[config.mk]
export PLATFORM = sky130hd
export DESIGN_NAME = sr_input_conditioner_flat
export DESIGN_NICKNAME = d
export VERILOG_FILES = /design/src/rtl/sr_input_conditioner_pkg.sv /design/src/rtl/sr_input_conditioner_if.sv /design/src/rtl/sr_input_conditioner_dbnc_channel.sv /design/src/rtl/sr_input_conditioner.sv /design/src/flat_wrapper.sv
export SDC_FILE = /design/constraint.sdc
export NUM_CORES = 1
export LEC_CHECK = 0
export ABC_AREA = 1
export CAP_MARGIN = 5
export CORE_UTILIZATION = 56
export DETAILED_ROUTE_END_ITERATION = 7
export HOLD_SLACK_MARGIN = 0.1
export MAX_ROUTING_LAYER = met4
export PLACE_DENSITY = 0.74
export SYNTH_ARGS = -nofsm -noshare
export SYNTH_HDL_FRONTEND = slang
export SYNTH_SLANG_ARGS = --single-unit
[constraint.sdc]
create_clock -name clk -period 2.4 [get_ports clk]
set_input_delay 0.72 -clock clk [delete_from_list [all_inputs] [get_ports clk]]
set_output_delay 0.72 -clock clk [all_outputs]
set_load 0.05 [all_outputs]
[src/rtl/sr_input_conditioner_pkg.sv]
// rtl/sr_input_conditioner_pkg.sv - shared types and helpers for the SR input conditioner
package sr_cond_pkg;

    typedef enum logic [1:0] {
        LO     = 2'd0,
        CHK_HI = 2'd1,
        HI     = 2'd2,
        CHK_LO = 2'd3
    } dbnc_state_t;

    function automatic int cnt_width(int n);
        return $clog2(n + 1);
    endfunction

endpackage

[src/rtl/sr_input_conditioner_if.sv]
// rtl/sr_input_conditioner_if.sv - raw button inputs and clean latch commands
interface sr_input_conditioner_if;
    logic s_raw;
    logic r_raw;
    logic s;
    logic r;
    logic conflict;

    modport master (output s_raw, output r_raw, input s, input r, input conflict);
    modport slave  (input s_raw, input r_raw, output s, output r, output conflict);
endinterface

[src/rtl/sr_input_conditioner_dbnc_channel.sv]
// rtl/sr_input_conditioner_dbnc_channel.sv - synchroniser plus debounce FSM for one raw input
module dbnc_channel
    import sr_cond_pkg::*;
#(
    parameter int SYNC_STAGES     = 2,
    parameter int DEBOUNCE_CYCLES = 4
) (
    input  logic clk,
    input  logic rst_n,
    input  logic raw,
    output logic level
);
    localparam int CW = cnt_width(DEBOUNCE_CYCLES);
    localparam logic [CW-1:0] LAST = CW'(DEBOUNCE_CYCLES - 1);

    logic [SYNC_STAGES-1:0] sync_q;
    logic                   sync;
    logic [CW-1:0]          cnt;
    dbnc_state_t            state;

    assign sync = sync_q[SYNC_STAGES-1];

    always_ff @(posedge clk) begin
        if (!rst_n) begin
            sync_q <= '0;
        end else begin
            sync_q <= {sync_q[SYNC_STAGES-2:0], raw};
        end
    end

    // cnt holds the number of stable samples already seen; the sample that
    // brings it to DEBOUNCE_CYCLES commits the level without a further cycle.
    always_ff @(posedge clk) begin
        if (!rst_n) begin
            state <= LO;
            cnt   <= '0;
            level <= 1'b0;
        end else begin
            unique case (state)
                LO: begin
                    if (sync) begin
                        if (DEBOUNCE_CYCLES == 1) begin
                            state <= HI;
                            level <= 1'b1;
                            cnt   <= '0;
                        end else begin
                            state <= CHK_HI;
                            cnt   <= CW'(1);
                        end
                    end
                end
                CHK_HI: begin
                    if (!sync) begin
                        state <= LO;
                        cnt   <= '0;
                    end else if (cnt == LAST) begin
                        state <= HI;
                        level <= 1'b1;
                        cnt   <= '0;
                    end else begin
                        cnt <= cnt + CW'(1);
                    end
                end
                HI: begin
                    if (!sync) begin
                        if (DEBOUNCE_CYCLES == 1) begin
                            state <= LO;
                            level <= 1'b0;
                            cnt   <= '0;
                        end else begin
                            state <= CHK_LO;
                            cnt   <= CW'(1);
                        end
                    end
                end
                CHK_LO: begin
                    if (sync) begin
                        state <= HI;
                        cnt   <= '0;
                    end else if (cnt == LAST) begin
                        state <= LO;
                        level <= 1'b0;
                        cnt   <= '0;
                    end else begin
                        cnt <= cnt + CW'(1);
                    end
                end
                default: begin
                    state <= LO;
                    cnt   <= '0;
                    level <= 1'b0;
                end
            endcase
        end
    end

endmodule

[src/rtl/sr_input_conditioner.sv]
// rtl/sr_input_conditioner.sv - debounced set/reset commands for an SR latch; SR_COND_PULSE_EN selects edge-pulse commands
module sr_input_conditioner
    import sr_cond_pkg::*;
#(
    parameter int SYNC_STAGES     = 2,
    parameter int DEBOUNCE_CYCLES = 4,
    parameter int RESET_WINS      = 1
) (
    input  logic                  clk,
    input  logic                  rst_n,
    sr_input_conditioner_if.slave bus
);
    logic s_lvl;
    logic r_lvl;
    logic cmd_s;
    logic cmd_r;
    logic res_s;
    logic res_r;

    dbnc_channel #(.SYNC_STAGES(SYNC_STAGES), .DEBOUNCE_CYCLES(DEBOUNCE_CYCLES)) u_set (
        .clk   (clk),
        .rst_n (rst_n),
        .raw   (bus.s_raw),
        .level (s_lvl)
    );

    dbnc_channel #(.SYNC_STAGES(SYNC_STAGES), .DEBOUNCE_CYCLES(DEBOUNCE_CYCLES)) u_rst (
        .clk   (clk),
        .rst_n (rst_n),
        .raw   (bus.r_raw),
        .level (r_lvl)
    );

`ifdef SR_COND_PULSE_EN
    logic s_lvl_q;
    logic r_lvl_q;

    always_ff @(posedge clk) begin
        if (!rst_n) begin
            s_lvl_q <= 1'b0;
            r_lvl_q <= 1'b0;
        end else begin
            s_lvl_q <= s_lvl;
            r_lvl_q <= r_lvl;
        end
    end

    assign cmd_s = s_lvl & ~s_lvl_q;
    assign cmd_r = r_lvl & ~r_lvl_q;
`else
    assign cmd_s = s_lvl;
    assign cmd_r = r_lvl;
`endif

    // Never let 2'b11 reach the latch: either reset wins or both drop so it holds.
    always_comb begin
        res_s = cmd_s;
        res_r = cmd_r;
        if (cmd_s && cmd_r) begin
            res_s = 1'b0;
            res_r = (RESET_WINS != 0);
        end
    end

    always_ff @(posedge clk) begin
        if (!rst_n) begin
            bus.s        <= 1'b0;
            bus.r        <= 1'b0;
            bus.conflict <= 1'b0;
        end else begin
            bus.s        <= res_s;
            bus.r        <= res_r;
            bus.conflict <= s_lvl & r_lvl;
        end
    end

endmodule

[src/flat_wrapper.sv]
// flat-port wrapper written by rule: the top's interface ports become plain ports
module sr_input_conditioner_flat import sr_cond_pkg::*;
#(
    parameter int SYNC_STAGES     = 2,
    parameter int DEBOUNCE_CYCLES = 4,
    parameter int RESET_WINS      = 1
)
  (clk, rst_n, bus_s_raw, bus_r_raw, bus_s, bus_r, bus_conflict);
  sr_input_conditioner_if bus_i ();
  input  logic clk;
  input  logic rst_n;
  input wire logic [$bits(bus_i.s_raw)-1:0] bus_s_raw;
  input wire logic [$bits(bus_i.r_raw)-1:0] bus_r_raw;
  output wire logic [$bits(bus_i.s)-1:0] bus_s;
  output wire logic [$bits(bus_i.r)-1:0] bus_r;
  output wire logic [$bits(bus_i.conflict)-1:0] bus_conflict;
  assign bus_i.s_raw = bus_s_raw;
  assign bus_i.r_raw = bus_r_raw;
  assign bus_s = bus_i.s;
  assign bus_r = bus_i.r;
  assign bus_conflict = bus_i.conflict;
  sr_input_conditioner #(.SYNC_STAGES(SYNC_STAGES), .DEBOUNCE_CYCLES(DEBOUNCE_CYCLES), .RESET_WINS(RESET_WINS)) u_core (.clk(clk), .rst_n(rst_n), .bus(bus_i));
endmodule
==> impl_results.md, run 1 <==
* Status: complete, no violations
* Crit Path Category: reg2out
* Clock transition at the registers of the reported paths at 0.10 ns
* Least-Margin Pin Slew at 0.4919 ns
* Clock power frac at 0.296
* Post-Route Utilization at 0.7219
* First-pass GRT wire length at 1980 µm
* Synthesized cell area at 735.7 µm²
* Leakage at 0.3942 nW
* Vias post-DR at 575
* Max-slew violations at 0
* FP Rows at 12
* Tot GR Track Use at 0.2117
* Fmax at 473.1 MHz
* Die Area at around 1500 µm²
* Sequential area share after synthesis at 0.5170
* Buf+Inv Stages, Crit Path at 1
* CP Data Required Time at ~1.7 ns
* Setup Buffers After CTS at 0
* Routability cong. at 0.7839
* Combinational cell fraction of total power at 0.064
* Congestion Overflow GR at 0
* # placed instances at 113
* Sink Count at 19
* CTS Root Cell: clkbuf_4
* Post-route setup TNS at 0 ns
* Total Wirelength at between 1000 and 1500 µm
* CP peak stage delay at approximately 0.79 ns
* Min cycle time layout at 2.114 ns
* Pwr dens at 616.4 nW/µm²
* Vias in the first global route at ~500
* CORE AREA at approximately 1200 µm²
* Clock skew at 0.002270 ns
* Crit. End Element: primary output
* WP data arrival at 1.39 ns
* Switching power at 0.1131 mW
* DRC at 0
* DRT antenna net count at 0
* CTS Buffer Depth at 2
* Initial antenna violation count at 0
* Max-cap viol count at 0
* PnR Total Power at 0.5144 mW
* Area grow syn2layout at 13.44%
* Post-synth net total at 100
* Largest net degree at the start of global routing at 16
* Sequential share of power at 0.640
* CP Cell Sequence: clkdlybuf4s50_1
* CP Max Fanout at 1
* CP top delay family: buffers and inverters
* Starting density of the core at 0.6364
* Final setup violation count at 0
* Warnings, synthesis at 0
* Final number of hold-violating endpoints at 0
* CP Launch Type: flop
* Cell variety after synth at 14
* Final std cells w/o fill at 117
* Peak supply drop at 0.5352 mV
* Period utilisation layout at 0.8807
* Max_slew headroom at 0.6710
* Fill count at 94
* Fraction of layout cells with a size suffix above 1 at 0.04854
* Final nets at 110
* WL/cell at 9.692 µm
* Sw Share at 0.2198
* Die Height at about 38 µm
* Hold Buf Count CTS at 0
* Mapped Cells at 94
* Drt pass-1 iters at 4
* RSZ-0062 raised after global routing: no
* Syn Area/Cell at 7.827 µm²
* Ant. Diodes at 0
* Placed wire-length estimate at 880.6 µm
* Total I/O pin count at 7
* I/O Buffers at 6
* Post-cts sizing count at 0
* Type of the worst min-delay path: reg2reg
* CTS buffer count at 3
* Width of the die at 38.25 µm
* Worst skew pair latency at 0.29 ns
* Int Power at approximately 0.40 mW
* CTS H-tree lvls at 1
* TritonCTS clock tree: built
* Iteration-0 DRC count of the detailed router at 11
* Yosys reg bits at 19
* Critical path's slowest cell: clkdlybuf4s50_1
* Post-DR vias/cell at about 4.9
-- Yosys cell counts --
library cell | number | area (µm²)
nor2_1 | 10 | 37.54
dfxtp_1 | 19 | 380.4
nand3_1 | 9 | 45.04
nor3_1 | 1 | 5.000
a21oi_1 | 8 | 40.04
inv_1 | 17 | 63.81
nor3b_2 | 1 | 12.51
xor2_2 | 1 | 16.27
ha_1 | 2 | 25.02
a211oi_1 | 1 | 7.510
xnor2_1 | 1 | 8.760
o21ai_0 | 2 | 10.01
nand2_1 | 21 | 78.83
buf_2 | 1 | 5.000
-- worst paths after layout --
kind                           from                endpoint  slack [ns]  cells past startpoint
max                    u_core.bus.s                   bus_s        0.29                      1
max reg2reg     u_core.u_set.cnt[0]      u_core.u_set.level        1.18                      8
min reg2reg  u_core.u_set.sync_q[0]  u_core.u_set.sync_q[1]        0.42                      2
min          u_core.u_set.sync_q[0]  u_core.u_set.sync_q[1]        0.42                      2
-- cells in the final DEF, fill, tap and decap left out --
cell type,netlist,routed
nor2_1,10,10
xor2_2,1,1
inv_1,17,17
a21oi_1,8,8
dfxtp_1,19,19
xnor2_1,1,1
clkbuf_4,0,3
a211oi_1,1,1
nand3_1,9,9
nor3b_2,1,1
ha_1,2,2
nor3_1,1,1
clkdlybuf4s50_1,0,6
o21ai_0,2,2
nand2_1,21,21
clkbuf_1,0,1
-- kinds of logic after synthesis --
group                      share of synthesized area
AOI/OAI and AO/OA                            0.07824
xor gates and xnor gates                     0.03402
adders and majority gates                    0.03401
buffers and inverters                        0.09353
DFF                                           0.5170
and+or+nand+nor                               0.2432
-- worst register-to-register path: stages (launching register included) --
cell and delay [ns]:
dfxtp_1 0.36, ha_1 0.15, inv_1 0.05, nor2_1 0.14
nand2_1 0.11, inv_1 0.09, nand2_1 0.05, nand3_1 0.06
o21ai_0 0.09
-- area by class of cell --
cell class	instances	area, µm²	share of cell area
inverters	17	63.81	0.07646
well taps	14	17.52	0.02099
clock buffers	4	26.28	0.03148
repair buffers	6	60.06	0.07196
multi-input cells	57	286.5	0.3433
flip-flops and latches	19	380.4	0.4558
-- layer usage --
layer  wire length, µm  track usage  vias up
li1                  -            -      309
met1               532       0.2379      252
met2               554       0.3220       14
met3                47      0.08721        0
met4                 0       0.1071        0
met5                 0            -        -
-- power groups by stage --
stage	registers [mW]	clock network, mW	logic [mW]
CTS	0.329	0.162	0.0332
floorplan	0.335	0	0.0232
global route	0.331	0.178	0.0379
detailed placement	0.337	0	0.0330
finish	0.329	0.152	0.0328
global placement	0.336	0	0.0313
-- through the flow --
| step | instance area (µm²) | hold WS (ns) | setup WS, ns |
|---|---|---|---|
| after detailed placement | 808.3 | 0.3982 | 0.4150 |
| final | 834.6 | 0.4193 | 0.2864 |
| after CTS | 834.6 | 0.4224 | 0.2696 |
| after floorplan | 735.7 | 0.3905 | 1.093 |
| after global routing | 834.6 | 0.4440 | 0.2105 |
| after global placement | 808.3 | 0.3936 | 0.5009 |
(Power assumes the default switching activity.)
==> run 2: changes to the inputs <==
--- a/config.mk
+++ b/config.mk
@@ -6,12 +6,12 @@
 export NUM_CORES = 1
 export LEC_CHECK = 0
 export ABC_AREA = 1
-export CAP_MARGIN = 5
-export CORE_UTILIZATION = 56
+export CAP_MARGIN = 25
+export CORE_UTILIZATION = 55
 export DETAILED_ROUTE_END_ITERATION = 7
 export HOLD_SLACK_MARGIN = 0.1
 export MAX_ROUTING_LAYER = met4
-export PLACE_DENSITY = 0.74
+export PLACE_DENSITY = 0.73
 export SYNTH_ARGS = -nofsm -noshare
 export SYNTH_HDL_FRONTEND = slang
 export SYNTH_SLANG_ARGS = --single-unit
==> run 2 against run 1 <==
Compared with the run above:
- critical path depth did not move
- flip-flop and latch count did not move
- setup slack got worse by 0.016 ns
- final cell count did not move
- global-route usage fell by 2.3 points
==> impl_results.md, run 2 (synthesized netlist as in run 1, its figures left out) <==
* Fmax at 469.5 MHz
* CP top delay family: buffers and inverters
* CTS H-tree lvls at 1
* Final instance area at 835.8 µm²
* Initial antenna violation count at 0
* DRT antenna net count at 0
* Worst slack, placed at 0.4490 ns
* Area grow syn2layout at 13.61%
* CORE AREA at 1171 µm²
* TritonCTS clock tree: built
* Max_slew headroom at 0.6727
* Min cycle time layout at 2.130 ns
* Tot GR Track Use at 0.1883
* Post-DR vias/cell at a little under 5
* Hold Path Stages at 2
* Vias in the first global route at 449
* Sink Count at 19
* Max-cap viol count at 0
* Worst R2R End: u_core.u_set.level
* Leakage at 0.3969 nW
* Most frequent cells in the layout: 21 x nand2_1, 19 x dfxtp_1, 17 x inv_1, 10 x nor2_1, 9 x nand3_1
* R2r setup slk at about 1.2 ns
* Most common cell after layout, fill and taps aside: nand2_1
* Buf+Inv Stages, Crit Path at 1
* CTS Buffer Depth at 2
* Final std cells w/o fill at 117
* Starting density of the core at 0.6282
* Post-route setup TNS at 0 ns
* Met2 wire len at between 400 and 500 µm
* Drt pass-1 iters at 4
* Post-Route Utilization at 0.7137
* Critical path's slowest cell: clkdlybuf4s50_1
* Metal-1 WL at 567 µm
* CTS buffer count at 3
* Clock skew at approximately 0.0015 ns
* CP Data Required Time at 1.68 ns
* WHS at 0.4255 ns
* Period utilisation layout at 0.8874
* Total I/O pin count at 7
* WP data arrival at ~1.4 ns
* Crit. End Element: primary output
* Least-Margin Pin Slew at 0.4894 ns
* Final nets at 110
* Crit Path Category: reg2out
* Highest metal used: met4
* Hold Path Origin: u_core.u_set.sync_q[0]
* Worst skew pair latency at slightly below 0.3 ns
* Hold Buf Count CTS at 0
* Die Height at 38.58 µm
* Fraction of layout cells with a size suffix above 1 at 0.05825
* Worst Slack Setup Final at 0.2701 ns
* RSZ-0062 raised after global routing: no
* Peak supply drop at 0.4474 mV
* Largest net degree at the start of global routing at 16
* # placed instances at 113
* First-pass GRT wire length at 1800 µm
* Reg2Reg Depth at 8
* Routability cong. at 0.7907
* Max-slew violations at 0
* Placed wire-length estimate at 818.5 µm
* Iteration-0 DRC count of the detailed router at 14
* Status: complete, no violations
* CP Cell Sequence: clkdlybuf4s50_1
* Worst r2r src: u_core.u_set.cnt[0]
* Placement Cell Area at around 810 µm²
* Width of the die at 38.58 µm
* Setup Buffers After CTS at 0
* CP Launch Type: flop
* DR WL met3 at about 42 µm
* Final number of hold-violating endpoints at 0
* Final setup violation count at 0
* Type of the worst min-delay path: reg2reg
* CP peak stage delay at 0.79 ns
* CP Max Fanout at 1
* Worst Hold End: u_core.u_set.sync_q[1]
* FP Rows at 12
* I/O Buffers at 6
* WL/cell at about 9.3 µm
* DRC at 0
* CTS Root Cell: clkbuf_4
* PnR Total Power at 0.5210 mW
* Congestion Overflow GR at 0
* Pwr dens at 623.4 nW/µm²
* Post-cts sizing count at 0
* Vias post-DR at 568
* Ant. Diodes at 0
* Die Area at 1488 µm²
* Clock transition at the registers of the reported paths at 0.11 ns
* Total Wirelength at 1087 µm
==> run 2: area by class of cell <==
class	instances	area, µm²
flip-flops and latches	19	380.4
fillers	99	335.3
clock inverters	1	5.005
clock buffers	3	22.52
multi-input cells	57	286.5
inverters	17	63.81
repair buffers	6	60.06
well taps	14	17.52
==> run 2: how the worst max path moves through the flow <==
stage                                    from                  end  slack, ns  depth (start not counted)
final                     u_core.bus.conflict         bus_conflict       0.27                          1
after global routing      u_core.bus.conflict         bus_conflict       0.22                          1
after CTS                 u_core.bus.conflict         bus_conflict       0.26                          1
after detailed placement                rst_n  u_core.u_rst.cnt[0]       0.45                          3
after global placement                  rst_n  u_core.u_rst.cnt[0]       0.50                          3
after floorplan           u_core.bus.conflict         bus_conflict       1.09                          0
==> run 2: power breakdown <==
part	internal, mW	total, mW	switching (mW)
Combinational	0.0137	0.0324	0.0187
Clock	0.0620	0.159	0.0974
Sequential	0.323	0.329	0.00606
==> run 2: per-layer routing <==
metal	up-vias	GRT usage
met4	0	0.1034
met2	11	0.2667
li1	308	-
met1	245	0.2418
met5	-	-
met3	4	0.05202
==> run 3: changes to the inputs <==
--- a/config.mk
+++ b/config.mk
@@ -7,11 +7,11 @@
 export LEC_CHECK = 0
 export ABC_AREA = 1
 export CAP_MARGIN = 25
-export CORE_UTILIZATION = 55
+export CORE_UTILIZATION = 56
 export DETAILED_ROUTE_END_ITERATION = 7
 export HOLD_SLACK_MARGIN = 0.1
 export MAX_ROUTING_LAYER = met4
-export PLACE_DENSITY = 0.73
+export PLACE_DENSITY = 0.74
 export SYNTH_ARGS = -nofsm -noshare
 export SYNTH_HDL_FRONTEND = slang
 export SYNTH_SLANG_ARGS = --single-unit
==> results of run 3 <==
Same layout as run 1: the final DEF is identical, and so are final timing and power.
